### src/rtl/alarm_zone_ctrl.sv
// Multi-zone alarm controller: bypassable instant/delayed zones, entry delay, code disarm with lockout, siren timeout.
// Latency: every output is registered; inputs sampled at an edge show up on the outputs right after that edge.
// Backpressure: none; ena=0 freezes the block and drops any arm/code strobe presented in that cycle.
//
// Ports:
//   clk, rst_n       clock, asynchronous active-low reset
//   ena              tile enable; low holds every register
//   arm              single-cycle arm request (only honoured in OFF)
//   code_valid       single-cycle strobe qualifying code_in
//   code_in          entered disarm code
//   cfg_code         stored correct code (static)
//   zone_in          sensor levels, 1 = tripped
//   zone_bypass      1 = zone ignored
//   state            OFF=00, ARMED=01, TRIGGERED=10, ALARM_ON=11
//   siren            high only in ALARM_ON
//   zone_latched     zones that caused the current event
//   arm_fail         one-cycle pulse when an arm request is refused
//   locked           high while code entry is locked out
module alarm_zone_ctrl #(
   parameter int                   NUM_ZONES     = 4,
   parameter int                   CODE_W        = 4,
   parameter int                   ENTRY_DELAY   = 8,
   parameter int                   SIREN_TIMEOUT = 16,
   parameter int                   MAX_TRIES     = 3,
   parameter int                   LOCKOUT       = 32,
   parameter logic [NUM_ZONES-1:0] INSTANT_MASK  = 4'b0001
) (
   input  logic                 clk,
   input  logic                 rst_n,
   input  logic                 ena,
   input  logic                 arm,
   input  logic                 code_valid,
   input  logic [CODE_W-1:0]    code_in,
   input  logic [CODE_W-1:0]    cfg_code,
   input  logic [NUM_ZONES-1:0] zone_in,
   input  logic [NUM_ZONES-1:0] zone_bypass,
   output logic [1:0]           state,
   output logic                 siren,
   output logic [NUM_ZONES-1:0] zone_latched,
   output logic                 arm_fail,
   output logic                 locked
);

   typedef enum logic [1:0] {
      ST_OFF   = 2'b00,
      ST_ARMED = 2'b01,
      ST_TRIG  = 2'b10,
      ST_ALARM = 2'b11
   } state_t;

   // Counters are sized to hold their load value (value-1), minimum one bit.
   localparam int DLY_W  = $clog2((ENTRY_DELAY   > 2) ? ENTRY_DELAY   : 2);
   localparam int SIR_W  = $clog2((SIREN_TIMEOUT > 2) ? SIREN_TIMEOUT : 2);
   localparam int LCK_W  = $clog2((LOCKOUT       > 2) ? LOCKOUT       : 2);
   localparam int FAIL_W = $clog2((MAX_TRIES     > 2) ? MAX_TRIES     : 2);

   localparam logic [DLY_W-1:0]  DLY_LD   = DLY_W'(ENTRY_DELAY - 1);
   localparam logic [SIR_W-1:0]  SIR_LD   = SIR_W'(SIREN_TIMEOUT - 1);
   localparam logic [LCK_W-1:0]  LCK_LD   = LCK_W'(LOCKOUT - 1);
   localparam logic [FAIL_W-1:0] FAIL_TOP = FAIL_W'(MAX_TRIES - 1);

   state_t              st;
   logic [DLY_W-1:0]    dly_cnt;
   logic [SIR_W-1:0]    sir_cnt;
   logic [LCK_W-1:0]    lck_cnt;
   logic [FAIL_W-1:0]   fail_cnt;

   logic [NUM_ZONES-1:0] active;
   logic                 any_trip;
   logic                 instant_trip;
   logic                 code_live;
   logic                 code_ok;
   logic                 code_bad;
   logic                 lock_start;

   assign active       = zone_in & ~zone_bypass;
   assign any_trip     = |active;
   assign instant_trip = |(active & INSTANT_MASK);

   // Codes are only looked at while the system is armed in some form and not locked out.
   assign code_live  = code_valid & ~locked & (st != ST_OFF);
   assign code_ok    = code_live & (code_in == cfg_code);
   assign code_bad   = code_live & (code_in != cfg_code);
   // The wrong code that brings the run of failures up to MAX_TRIES starts the lockout.
   assign lock_start = code_bad & (fail_cnt == FAIL_TOP);

   assign state = st;

   always_ff @(posedge clk or negedge rst_n) begin
      if (!rst_n) begin
         st           <= ST_OFF;
         siren        <= 1'b0;
         zone_latched <= '0;
         arm_fail     <= 1'b0;
         locked       <= 1'b0;
         dly_cnt      <= '0;
         sir_cnt      <= '0;
         lck_cnt      <= '0;
         fail_cnt     <= '0;
      end else if (ena) begin
         arm_fail <= 1'b0;

         // Lockout timer runs on its own, in every state including OFF.
         if (locked) begin
            if (lck_cnt == '0) begin
               locked <= 1'b0;
            end else begin
               lck_cnt <= lck_cnt - LCK_W'(1);
            end
         end
         if (lock_start) begin
            locked  <= 1'b1;
            lck_cnt <= LCK_LD;
         end

         // Consecutive-failure tracking; cleared on a good code or when a lockout begins.
         if (code_ok) begin
            fail_cnt <= '0;
         end else if (code_bad) begin
            fail_cnt <= lock_start ? '0 : fail_cnt + FAIL_W'(1);
         end

         unique case (st)
            ST_OFF: begin
               if (arm) begin
                  if (!any_trip) begin
                     st           <= ST_ARMED;
                     zone_latched <= '0;
                  end else begin
                     arm_fail <= 1'b1;
                  end
               end
            end

            ST_ARMED: begin
               if (code_ok) begin
                  st <= ST_OFF;
               end else if (any_trip) begin
                  zone_latched <= zone_latched | active;
                  if (instant_trip) begin
                     st      <= ST_ALARM;
                     siren   <= 1'b1;
                     sir_cnt <= SIR_LD;
                  end else begin
                     st      <= ST_TRIG;
                     dly_cnt <= DLY_LD;
                  end
               end
            end

            ST_TRIG: begin
               if (code_ok) begin
                  st <= ST_OFF;
               end else begin
                  zone_latched <= zone_latched | active;
                  // Lockout, instant trip and delay expiry all end the entry delay the same way.
                  if (lock_start || instant_trip || (dly_cnt == '0)) begin
                     st      <= ST_ALARM;
                     siren   <= 1'b1;
                     sir_cnt <= SIR_LD;
                  end else begin
                     dly_cnt <= dly_cnt - DLY_W'(1);
                  end
               end
            end

            ST_ALARM: begin
               if (code_ok) begin
                  st    <= ST_OFF;
                  siren <= 1'b0;
               end else begin
                  zone_latched <= zone_latched | active;
                  // Auto-rearm keeps zone_latched so the cause stays visible.
                  if (sir_cnt == '0) begin
                     st    <= ST_ARMED;
                     siren <= 1'b0;
                  end else begin
                     sir_cnt <= sir_cnt - SIR_W'(1);
                  end
               end
            end

            default: begin
               st    <= ST_OFF;
               siren <= 1'b0;
            end
         endcase
      end
   end

endmodule
### config.mk
export PLATFORM = sky130hd
export DESIGN_NAME = alarm_zone_ctrl
export DESIGN_NICKNAME = d
export VERILOG_FILES = /design/src/rtl/alarm_zone_ctrl.sv
export SDC_FILE = /design/constraint.sdc
export NUM_CORES = 1
export LEC_CHECK = 0
export CORE_AREA = 2 2 59 61
export DETAILED_ROUTE_END_ITERATION = 6
export DIE_AREA = 0 0 61 63
export PLACE_DENSITY_LB_ADDON = 0.15
export SETUP_SLACK_MARGIN = 0.02
export SLEW_MARGIN = 20
export SYNTH_ARGS = -nofsm -noshare
export SYNTH_HDL_FRONTEND = slang
export SYNTH_SLANG_ARGS = --single-unit
export TNS_END_PERCENT = 30
### constraint.sdc
create_clock -name clk -period 1.7 [get_ports clk]
set_input_delay 0.17 -clock clk [delete_from_list [all_inputs] [get_ports clk]]
set_output_delay 0.17 -clock clk [all_outputs]
set_load 0.05 [all_outputs]
# Yosys cells after proc, flatten, opt, wreduce, memory -nomap -nowiden
# Cells that the tools add are included.
[totals]
reg_bits = 23
latchBits = 0
mem_bits_rw = 0
rom_bits = 0
input_bits = 21
elab_cells = 114
memories = 0
[classes]
add_sub_neg = 4
n_mul = 0
div = 0
n_lt_le_gt_ge = 0
n_eq_ne = 22
n_shift = 0
muxes = 50
n_bitwise = 9
reduce_logical = 20
[ops]
columns = ["cell", "count"]
rows = [
  ["2-to-1 mux 4 bit", 12],
  ["!= test 2 bit (second input constant)", 13],
  ["one-hot mux 4 bit (3 select lines)", 2],
  ["2-to-1 mux 2 bit", 11],
  ["2-to-1 mux 3 bit", 5],
  ["2-to-1 mux 5 bit", 3],
  ["2-to-1 mux 1 bit", 14],
  ["AND reduction 6 bit", 2],
  ["!= test 3 bit (second input constant)", 3],
  ["AND reduction 9 bit", 1],
  ["one-hot mux 2 bit (4 select lines)", 1],
  ["AND reduction 8 bit", 1],
  ["nonzero test 2 bit", 4],
  ["AND reduction 7 bit", 1],
  ["equality test 2 bit (second input constant)", 3],
  ["one-hot mux 3 bit (2 select lines)", 1],
  ["bitwise AND 1 bit", 5],
  ["zero test 5 bit", 1],
  ["subtractor 5 x 1 -> 5 bit (second input constant)", 1],
  ["bitwise AND 4 bit", 1],
  ["equality test 4 bit", 1],
  ["zero test 4 bit", 1],
  ["!= test 4 bit", 1],
  ["NOT 4 bit", 1],
  ["15 further kinds", 16],
]

# Longest topological paths before layout
[depth]
depth_word = 10
mapped_depth = 8
depth_no_buf = 8

# Worst setup path before layout
# Ideal clock, no wire load.
[synth_path]
path_kind = "reg-to-reg"
from = "register st[0] (netlist: state[0])"
to = "register dly_cnt[0]"
arrival_time_ps = 1813
t_required_ps = 1575
path_slack_ps = -238
stages_incl_launch_ff = 6
path_buffers = 0
period_less_slack_ps = 1938
cell_sequence = "dfrtp_1 or2_4 nand3_1 nand2_1 a211oi_2 mux2_2"
[synth_between]
elab_chain_cells = 8
elab_cells_between_ends = 17
cone_classes = "eq/ne: 7; mux: 1; bitwise: 4; reduce/logical: 5"
[synth_lines]
columns = ["item", "line_no", "source"]
rows = [
  ["from (decl)", "62", "state_t st;"],
  ["from (signal assigned)", "91", "st <= ST_OFF;"],
  ["from (signal assigned)", "127", "st <= ST_ARMED;"],
  ["from (signal assigned)", "137", "st <= ST_OFF;"],
  ["nonzero test 2 bit", "81", "assign code_live = code_valid & ~locked & (st != ST_OFF);"],
  ["bitwise AND 1 bit", "81", ""],
  ["bitwise AND 1 bit", "83", "assign code_bad = code_live & (code_in != cfg_code);"],
  ["bitwise AND 1 bit", "85", "assign lock_start = code_bad & (fail_cnt == FAIL_TOP);"],
  ["logical OR 1 bit (2 in series)", "157", "if (lock_start || instant_trip || (dly_cnt == '0)) begin"],
  ["!= test 2 bit (no source line)", "--", ""],
  ["AND reduction 7 bit (no source line)", "--", ""],
  ["to (signal assigned)", "162", "dly_cnt <= dly_cnt - DLY_W'(1);"],
  ["to (decl)", "63", "logic [DLY_W-1:0] dly_cnt;"],
]
# Several ways; a longest one is shown, not always the timed one.
# A chain may end at the register's enable or synchronous reset.

# Final worst setup path
[layout_path]
from = "register dly_cnt[0]"
to = "register dly_cnt[2]"
[layout_between]
elab_chain_cells = 4
elab_cells_between_ends = 8
cone_classes = "add/sub: 1; eq/ne: 1; mux: 3; reduce/logical: 3"
[layout_lines]
columns = ["item", "line_no"]
rows = [
  ["subtractor 3 x 1 -> 3 bit or zero test 3 bit (tied branches)", "162, 157"],
  ["2-to-1 mux 3 bit or logical OR 1 bit (tied branches)", "157"],
  ["2-to-1 mux 3 bit or != test 2 bit (tied branches)", "--"],
  ["one-hot mux 3 bit (2 select lines) or AND reduction 7 bit (tied branches)", "--"],
]
# Several ways; a longest one is shown, not always the timed one. The select of a mux whose other input is x is not followed.

==> summary.txt <==
Detailed routing
  • Vias: 1296
  • DRC: 0
  • Average wire per standard cell: 12.6 um
  • ANT nets after route: 0
  • Iteration count of the initial detailed-routing pass: 4
  • Iter 0 DRT Violations: 43
  • Aggregate routed wire length: 3190 um
  • Via density: 5.12

Worst setup path
  • CP required: 1.93 ns
  • Crit start category: register
  • Arrival @ worst endpoint: 2.04 ns
  • CP Max Fanout: 3
  • Crit Path Class: register to register
  • CP Capture Type: register
  • Worst reg-to-reg setup slack: -0.11 ns

Synthesis
  • EDFF count, synth: 0
  • Netlist cell types: 43
  • Top FF cell, synth: dfrtp_1
  • Cell area after synthesis: 0.00140 sq mm
  • Post-Syn Instances: 149
  • Synth async-reset ratio: 100%
  • Synth Register Bits: 23
  • Synth warn: 0
  • Mean Syn Cell Area: 9.39 sq um
  • Seq/Total Area, Yosys: 41.1%
  • Synth Net Count: 175

Floorplan
  • Initial core utilization: 43.3%
  • # rows: 21
  • # IOs: 30
  • Die Y: 63 um
  • Die ar.: 0.00384 sq mm
  • Core Region: 0.00323 sq mm
  • Die W: 61 um

Global routing
  • GRT met2 Usage: 32.9%
  • M3 GR Usage: 2.07%
  • Total gr overflow: 0
  • Largest net degree at the start of global routing: 24
  • Vias in the first global route: 1326
  • Initial antenna violation count: 0
  • Grt peak-use layer: met2
  • First-pass GRT wire length: 5560 um
  • Tot GR Track Use: 18.8%
  • GR Util met1: 23.0%

Clock tree
  • Clk_lat worst skew: 0.32 ns
  • Clk sinks: 23
  • Hold buffer count at CTS: 0
  • CTS tree: yes
  • Clock Tree Buf Depth: 2
  • Num CTS Buffers: 3
  • Root Driver: clkbuf_4
  • Clock transition at path regs: 0.14 ns
  • CTS H-Tree Depth: 1

Pwr
  • Power per cell area: 1420 mW/mm^2
  • Reg power frac: 32.3%
  • Power, Total: 2.90 mW
  • Net load switching power: 1.24 mW
  • P_int: 1.66 mW
  • VDD IR-drop max: 0.655 mV
  • Clock power share: 9.0%
  • Comb power frac: 58.7%
  • Switch share: 42.8%
  • Leak: 0.902 nW

STA
  • Final worst path period need: 1.81 ns
  • Min Hold Slack: 0.188 ns
  • Slew headroom: 65.9%
  • Max Slew Vio Count: 0
  • Post-route setup slack: -0.114 ns
  • Final setup TNS: -0.566 ns
  • Worst-Margin Slew: 0.511 ns
  • Clock skew: 0.0117 ns
  • Tcrit/Tclk final: 107%
  • Unrepaired setup endpoints after global routing: true
  • Setup Viol. Count Final: 7
  • Final Hold Viols: 0
  • FMAX: 0.551 GHz

Layout
  • Area growth from synthesis to layout: 46.5%
  • Layout Nets: 234
  • Commonest non-fill, non-tap cell in the layout: buf_4
  • N_diodes: 0
  • Share of cells above drive strength 1: 30.4%
  • Fin util: 63.4%
  • Most frequent cells in the layout: 30 x buf_4, 21 x dfrtp_1, 20 x clkdlybuf4s50_1

Flow run
  • Maxcap violations: 0

Outcome
  • Violated checks: negative setup slack
  • Outcome: complete, but fails checks

Placement
  • Port bufs: 29
  • Post-DP HPWL: 2500 um
  • Global placement routability congestion: 0.762

Worst hold path
  • Hold WC Path Type: input pin to async pin
layer usage:
| metal | vias to the layer above | wire length (um) |
|---|---|---|
| met5 | - | 0 |
| met4 | 0 | 45 |
| met3 | 5 | 82 |
| met2 | 20 | 1720 |
| met1 | 623 | 1350 |
| li1 | 648 | - |
flip-flops by register name, summed over array words and instances (netlist names):
register      flops
arm_fail          1
dly_cnt           3
fail_cnt          2
lck_cnt           5
locked            1
sir_cnt           4
siren             1
state             2
zone_latched      4
path summary, 6_finish.rpt:
kind / depth (start not counted) / endpoint / from
worst max-delay path: 7 / dly_cnt[2]$_DFFE_PN0P_ / dly_cnt[0]$_DFFE_PN0P_
worst min-delay path: 2 / sir_cnt[2]$_DFFE_PN0P_ / rst_n
worst max register to register: 7 / dly_cnt[2]$_DFFE_PN0P_ / dly_cnt[0]$_DFFE_PN0P_
worst min register to register: 1 / zone_latched[2]$_DFFE_PN0P_ / zone_latched[2]$_DFFE_PN0P_
max in group asynchronous: 2 / state[0]$_DFFE_PN0P_ / rst_n
min in group clk: 1 / zone_latched[2]$_DFFE_PN0P_ / zone_latched[2]$_DFFE_PN0P_
power by group through the flow:
stage | logic, mW | registers [mW] | clock network, mW
finish | 1.70 | 0.938 | 0.262
global route | 1.86 | 0.975 | 0.291
CTS | 1.63 | 0.932 | 0.272
detailed placement | 1.59 | 0.943 | 0
global placement | 1.55 | 0.925 | 0
floorplan | 0.777 | 1.18 | 0
worst max-delay path: stages, from the launching register on:
cell      delay [ns]
dfrtp_1         0.37
inv_1           0.05
ha_2            0.19
ha_4            0.15
nor3b_2         0.18
nand2_1         0.12
a211oi_4        0.33
mux2_4          0.33
kinds of logic (layout without fill, tap and decap cells):
kind of cell             after synthesis  count (layout)  synth area share, %
AND/OR/NAND/NOR                       60              60                 24.1
AO/OA/AOI/OAI                         36              36                 19.0
flip-flops                            23              23                 41.1
buffers and inverters                 14              72                 3.85
XOR/XNOR                               7               7                 4.38
adder cells (fa/ha/maj)                5               5                 4.47
multiplexers                           4               4                 3.13
through the flow:
step	worst slack [ns]	cells	instance area [sq um]
6_report	-0.114	253	2050
5_1_grt	-0.188	253	2050
4_1_cts	-0.177	251	1990
3_5_place_dp	-0.273	246	1940
3_3_place_gp	-0.217	246	1940
2_1_floorplan	-0.0734	149	1430
Yosys cell counts (all sizes together), types with 4 or more instances:
cell    n  share of area [%]
dfrtp  23                 41
nand2  18                4.8
inv    13                3.5
nor2   11                3.0
o21ai   9                3.2
a21oi   8                2.9
nand3   7                2.5
a22o    5                3.2
ha      5                4.5
xnor2   5                3.1
nor2b   4                2.5
nor3    4                1.8
cell type report:
class	instances	area, sq um
well taps	46	57.6
inverters	13	48.8
clock inverters	1	5.00
flip-flops and latches	23	581
multi-input cells	112	847
fillers	268	1180
repair buffers	55	488
clock buffers	3	22.5
what timing repair did:
action | in CTS | in global routing
pin swaps | 8 | 11
resized for setup | 5 | 12
buffers inserted | 1 | 2
setup endpoints to repair | 9 | 18
Power figures use the tool's default switching activity.
